[src/rtl/mem_arbiter.sv]
// Two-port round-robin arbiter that serialises cache-line read/write requests
// onto a single valid/ready memory command port, one transaction at a time.
module mem_arbiter #(
  parameter int ADDR_W = 32,
  parameter int DATA_W = 128
) (
  input  logic              clk,
  input  logic              rstn,

  input  logic              r0_req,
  input  logic              r0_we,
  input  logic [ADDR_W-1:0] r0_addr,
  input  logic [DATA_W-1:0] r0_wdata,
  output logic              r0_done,
  output logic [DATA_W-1:0] r0_rdata,

  input  logic              r1_req,
  input  logic              r1_we,
  input  logic [ADDR_W-1:0] r1_addr,
  input  logic [DATA_W-1:0] r1_wdata,
  output logic              r1_done,
  output logic [DATA_W-1:0] r1_rdata,

  output logic              m_valid,
  input  logic              m_ready,
  output logic              m_we,
  output logic [ADDR_W-1:0] m_addr,
  output logic [DATA_W-1:0] m_wdata,
  input  logic              m_rvalid,
  input  logic [DATA_W-1:0] m_rdata,

  output logic              busy
);

  typedef enum logic [1:0] {IDLE, ISSUE, WAIT, RESP} state_t;

  state_t            state;
  state_t            state_nxt;
  logic              last_gnt;
  logic              gnt_id;
  logic              cur_id;
  logic              cur_we;
  logic [ADDR_W-1:0] cur_addr;
  logic [DATA_W-1:0] cur_wdata;
  logic              grant;

  // On contention the port that did not win last time is served.
  always_comb begin
    gnt_id = r1_req;
    if (r0_req && r1_req) begin
      gnt_id = ~last_gnt;
    end
  end

  assign grant = (state == IDLE) && (r0_req || r1_req);

  always_comb begin
    state_nxt = state;
    case (state)
      IDLE:    if (r0_req || r1_req) state_nxt = ISSUE;
      ISSUE:   if (m_ready) state_nxt = cur_we ? RESP : WAIT;
      WAIT:    if (m_rvalid) state_nxt = RESP;
      RESP:    state_nxt = IDLE;
      default: state_nxt = IDLE;
    endcase
  end

  always_ff @(posedge clk or negedge rstn) begin
    if (!rstn) begin
      state <= IDLE;
    end else begin
      state <= state_nxt;
    end
  end

  // last_gnt resets to port 1 so the first contended grant goes to port 0.
  always_ff @(posedge clk or negedge rstn) begin
    if (!rstn) begin
      last_gnt  <= 1'b1;
      cur_id    <= 1'b0;
      cur_we    <= 1'b0;
      cur_addr  <= '0;
      cur_wdata <= '0;
    end else if (grant) begin
      last_gnt  <= gnt_id;
      cur_id    <= gnt_id;
      cur_we    <= gnt_id ? r1_we    : r0_we;
      cur_addr  <= gnt_id ? r1_addr  : r0_addr;
      cur_wdata <= gnt_id ? r1_wdata : r0_wdata;
    end
  end

  always_ff @(posedge clk or negedge rstn) begin
    if (!rstn) begin
      r0_rdata <= '0;
      r1_rdata <= '0;
    end else if ((state == WAIT) && m_rvalid) begin
      if (cur_id) begin
        r1_rdata <= m_rdata;
      end else begin
        r0_rdata <= m_rdata;
      end
    end
  end

  // Every handshake/status output decodes registered state only.
  assign m_valid = (state == ISSUE);
  assign m_we    = cur_we;
  assign m_addr  = cur_addr;
  assign m_wdata = cur_wdata;
  assign r0_done = (state == RESP) && !cur_id;
  assign r1_done = (state == RESP) && cur_id;
  assign busy    = (state != IDLE);

endmodule

[config.mk]
export PLATFORM = sky130hd
export DESIGN_NAME = mem_arbiter
export DESIGN_NICKNAME = d
export VERILOG_FILES = /design/src/rtl/mem_arbiter.sv
export SDC_FILE = /design/constraint.sdc
export NUM_CORES = 1
export LEC_CHECK = 0
export ABC_AREA = 1
export BUFFER_PORTS_ARGS = -buffer_cell sky130_fd_sc_hd__buf_2
export CAP_MARGIN = 20
export CELL_PAD_IN_SITES_DETAIL_PLACEMENT = 0
export CELL_PAD_IN_SITES_GLOBAL_PLACEMENT = 1
export CORE_AREA = 4 4 343 345
export CTS_BUF_LIST = sky130_fd_sc_hd__clkbuf_8
export DETAILED_ROUTE_END_ITERATION = 10
export DIE_AREA = 0 0 347 349
export PLACE_DENSITY = 0.47
export RECOVER_POWER = 100
export SLEW_MARGIN = 15
export SYNTH_ARGS = -nofsm -noshare
export SYNTH_HDL_FRONTEND = slang
export SYNTH_SLANG_ARGS = --single-unit
[constraint.sdc]
create_clock -name clk -period 1.9 [get_ports clk]
set_clock_uncertainty 0.2 [all_clocks]
set_input_delay 0.095 -clock clk [delete_from_list [all_inputs] [get_ports clk]]
set_output_delay 0.095 -clock clk [all_outputs]
set_load 0.02 [all_outputs]
==> reports/results.md <==
| Result | Value | Unit |
|---|---|---|
| Final instance count without filler cells | 5537 | - |
| Setup violators final | 182 | - |
| Antenna violations before repair | 7 | - |
| Die extent in y | 349 | µm |
| Count of routing violations after the opening detailed-route iteration | 1134 | - |
| Starting utilization of the core area | 0.162 | - |
| Transition at the pin with the smallest max-transition slack | 1.16 | ns |
| Sum Neg Setup Slack | -10.34 | ns |
| Crit. End Element | async pin | - |
| Final-layout fill cell count | 12.1k | - |
| RSZ-0062 raised after global routing | true | - |
| Post-synthesis sequential area ratio | 0.571 | - |
| Total I/O pin count | 877 | - |
| Dpl cell area | 0.0255 | mm² |
| Hold Slack | 0.0890 | ns |
| Total net switching power | 23.7 | mW |
| Number of synthesized register bits | 421 | - |
| Category of the critical setup timing path | in -> async | - |
| Share of power burned in the clock network | 0.186 | - |
| Syn Area/Cell | 8.34 | µm² |
| Required arrival time at the worst endpoint | 2.52 | ns |
| Vias post-DR | 21.7k | - |
| Core area | 0.114 | mm² |
| Detailed-route vias per instance | 3.91 | - |
| Fraction of layout instances using a drive strength above 1 | 0.369 | - |
| Mapped cell area | 0.0185 | mm² |
| Slew Viols, Final | 0 | - |
| Initial DRT Pass Iterations | 5 | - |
| Failing checks | negative setup slack | - |
| Headroom to the max-slew limit | 0.229 | - |
| Hold Violations, Final | 0 | - |
| Critical-path maximum fanout | 23 | - |
| Number of nets in the synthesized netlist | 2675 | - |
| Clk sinks | 421 | - |
| Input/output buffers | 876 | - |
| Maximum count of clock buffers along a single path | 3 | - |
| Min-Delay Path Class | in -> reg | - |
| Crit path setup slack, layout | -0.118 | ns |
| Avg WL per Cell | 18.2 | µm |
| Standard-cell row count | 124 | - |
| Vias in the first global route | 23.7k | - |
| Max-cap violation count | 0 | - |
| Synth cell types | 16 | - |
| Post-synthesis to final-layout area growth | 104 | % |
| Cells after synthesis | 2214 | - |
| NumNets Final | 4413 | - |
| Arrival @ worst endpoint | 2.64 | ns |
| Remaining antenna violation count | 0 | - |
| CTS Buf Count | 86 | - |
| Most used cells in the layout excluding fill and tap cells | 865 x sky130_fd_sc_hd__buf_2, 739 x sky130_fd_sc_hd__dlygate4sd3_1, 610 x sky130_fd_sc_hd__nand2_1 | - |
| Number of placed instances, taps included | 4574 | - |
| Leakage component of the power | 19.4 | nW |
| Post-route design area | 0.0376 | mm² |
| Power density cells | 1420 | mW/mm² |
| Setup WS pre-CTS | -0.0206 | ns |
| Depth of the CTS H-tree | 3 | - |
| Routability Congestion | 0.829 | - |
| Die Area | 0.121 | mm² |
| Wire length of the first global-routing pass | 148000 | µm |
| Worst-Skew Late Latency | 0.70 | ns |
| Root cell of the clock tree | sky130_fd_sc_hd__clkbuf_8 | - |
| Fraction of the core area covered by cells at the end of the flow | 0.330 | - |
| Commonest non-fill, non-tap cell in the layout | sky130_fd_sc_hd__buf_2 | - |
| CTS clk-pin slew, worst paths | 0.06 | ns |
| Seq pwr share | 0.297 | - |
| Run status | complete, but fails checks | - |
| Final Cycle Share | 1.06 | - |
| Overall Global Routing Usage | 0.160 | - |
| Clock tree from TritonCTS | done | - |
| Maximum number of pins on one net before global-route repair | 70 | - |
| Overflow left after global routing | 0 | - |
| Maximum achievable frequency | 495 | MHz |
| Drc violations | 0 | - |
| IR drop worst, VDD | 0.698 | mV |
| Power consumption | 53.4 | mW |
| Net switching fraction of the power | 0.444 | - |
| Die boundary width | 347 | µm |
| Internal cell power | 29.7 | mW |
| Combinational Power Share | 0.517 | - |
| Detailed-placement wirelength estimate | 68900 | µm |
| Category of the worst setup path launch point | input pin | - |
| Tmin final | 2.02 | ns |
| Number of synthesis warnings | 0 | - |
| Wirelength, routed | 101000 | µm |
## Yosys cell counts
cell	instances	share of area
sky130_fd_sc_hd__nand2_1	792	0.16
sky130_fd_sc_hd__dfrtp_1	420	0.57
sky130_fd_sc_hd__inv_1	280	0.057
sky130_fd_sc_hd__o21ai_0	257	0.070
sky130_fd_sc_hd__nand3_1	166	0.045
sky130_fd_sc_hd__nand3b_1	143	0.058
sky130_fd_sc_hd__clkbuf_1	71	0.014
sky130_fd_sc_hd__buf_2	52	0.014
sky130_fd_sc_hd__buf_1	19	0.0039
sky130_fd_sc_hd__ha_1	5	0.0034
sky130_fd_sc_hd__nor2_1	4	0.00081
sky130_fd_sc_hd__dfstp_2	1	0.0014
sky130_fd_sc_hd__inv_2	1	0.00020
sky130_fd_sc_hd__nand2_2	1	0.00034
sky130_fd_sc_hd__nand4_1	1	0.00034
sky130_fd_sc_hd__nor2_4	1	0.00061
## final timing paths
kind / from / end / slack, ns / depth (start not counted)
setup / recovery: rstn / r0_rdata[42] / -0.12 / 4
hold / removal: m_rdata[12] / r0_rdata[12] / 0.09 / 4
setup reg to reg: state[1] / m_wdata[12] / -0.11 / 12
hold reg to reg: m_wdata[15] / m_wdata[15] / 0.27 / 2
max in group clk: state[1] / m_wdata[12] / -0.11 / 12
min in group asynchronous: rstn / m_wdata[110] / 1.14 / 4
## metal layers
layer / track usage / up-vias / part of all wire
met5: 0 / - / 0.00017
met4: 0.0838 / 4 / 0.056
met2: 0.280 / 735 / 0.50
met1: 0.179 / 10200 / 0.38
met3: 0.0446 / 252 / 0.064
li1: - / 10400 / -
## registers in the layout (all words and copies together), names as in the netlist
signal	flops
r0_rdata	128
r1_rdata	128
m_addr	32
state	2
last_gnt	1
m_we	1
m_wdata	128
cur_id	1
## final cells by class
cell class / count / area [µm²] / share of cell area
tap: 1512 / 1890 / 0.0503
inverter: 281 / 1070 / 0.0285
antenna: 6 / 15.0 / 0.000399
clock buffer: 106 / 1460 / 0.0388
sequential: 421 / 10500 / 0.280
multi-input combinational: 1370 / 7900 / 0.210
clock inverter: 49 / 329 / 0.00874
timing repair inverter: 3 / 51.3 / 0.00136
timing repair buffer: 1789 / 14400 / 0.382
## power groups by stage
stage	Combinational [mW]	Clock [mW]	Sequential (mW)
2_1_floorplan	6.36	0	20.5
3_3_place_gp	21.6	0	15.7
3_5_place_dp	21.7	0	15.6
4_1_cts	26.8	10.4	15.7
5_1_grt	29.8	10.8	16.4
6_report	27.6	9.95	15.9
## critical path, stage by stage
cell	delay, ns
sky130_fd_sc_hd__dlygate4sd3_1	0.53
sky130_fd_sc_hd__dlygate4sd3_1	0.56
sky130_fd_sc_hd__clkbuf_2	0.85
sky130_fd_sc_hd__clkbuf_8	0.52
## logic make-up (layout without fill, tap and decap cells)
group	Yosys count	count (layout)	share of synthesized area
AOI/OAI and AO/OA	257	257	0.0697
adders and majority gates	5	5	0.00339
buffers and inverters	423	2228	0.0896
DFF	421	421	0.571
other	0	6	0
and+or+nand+nor	1108	1108	0.266
## repair_timing
action | CTS | global route
buffers inserted | 35 | 14
hold buffers | 740 | 0
pin swaps | 141 | 162
endpoints found under the hold margin | 842 | 0
gates cloned | 28 | 3
resized for setup | 280 | 270
endpoints found under the setup margin | 202 | 194
Power figures use the tool's default switching activity.
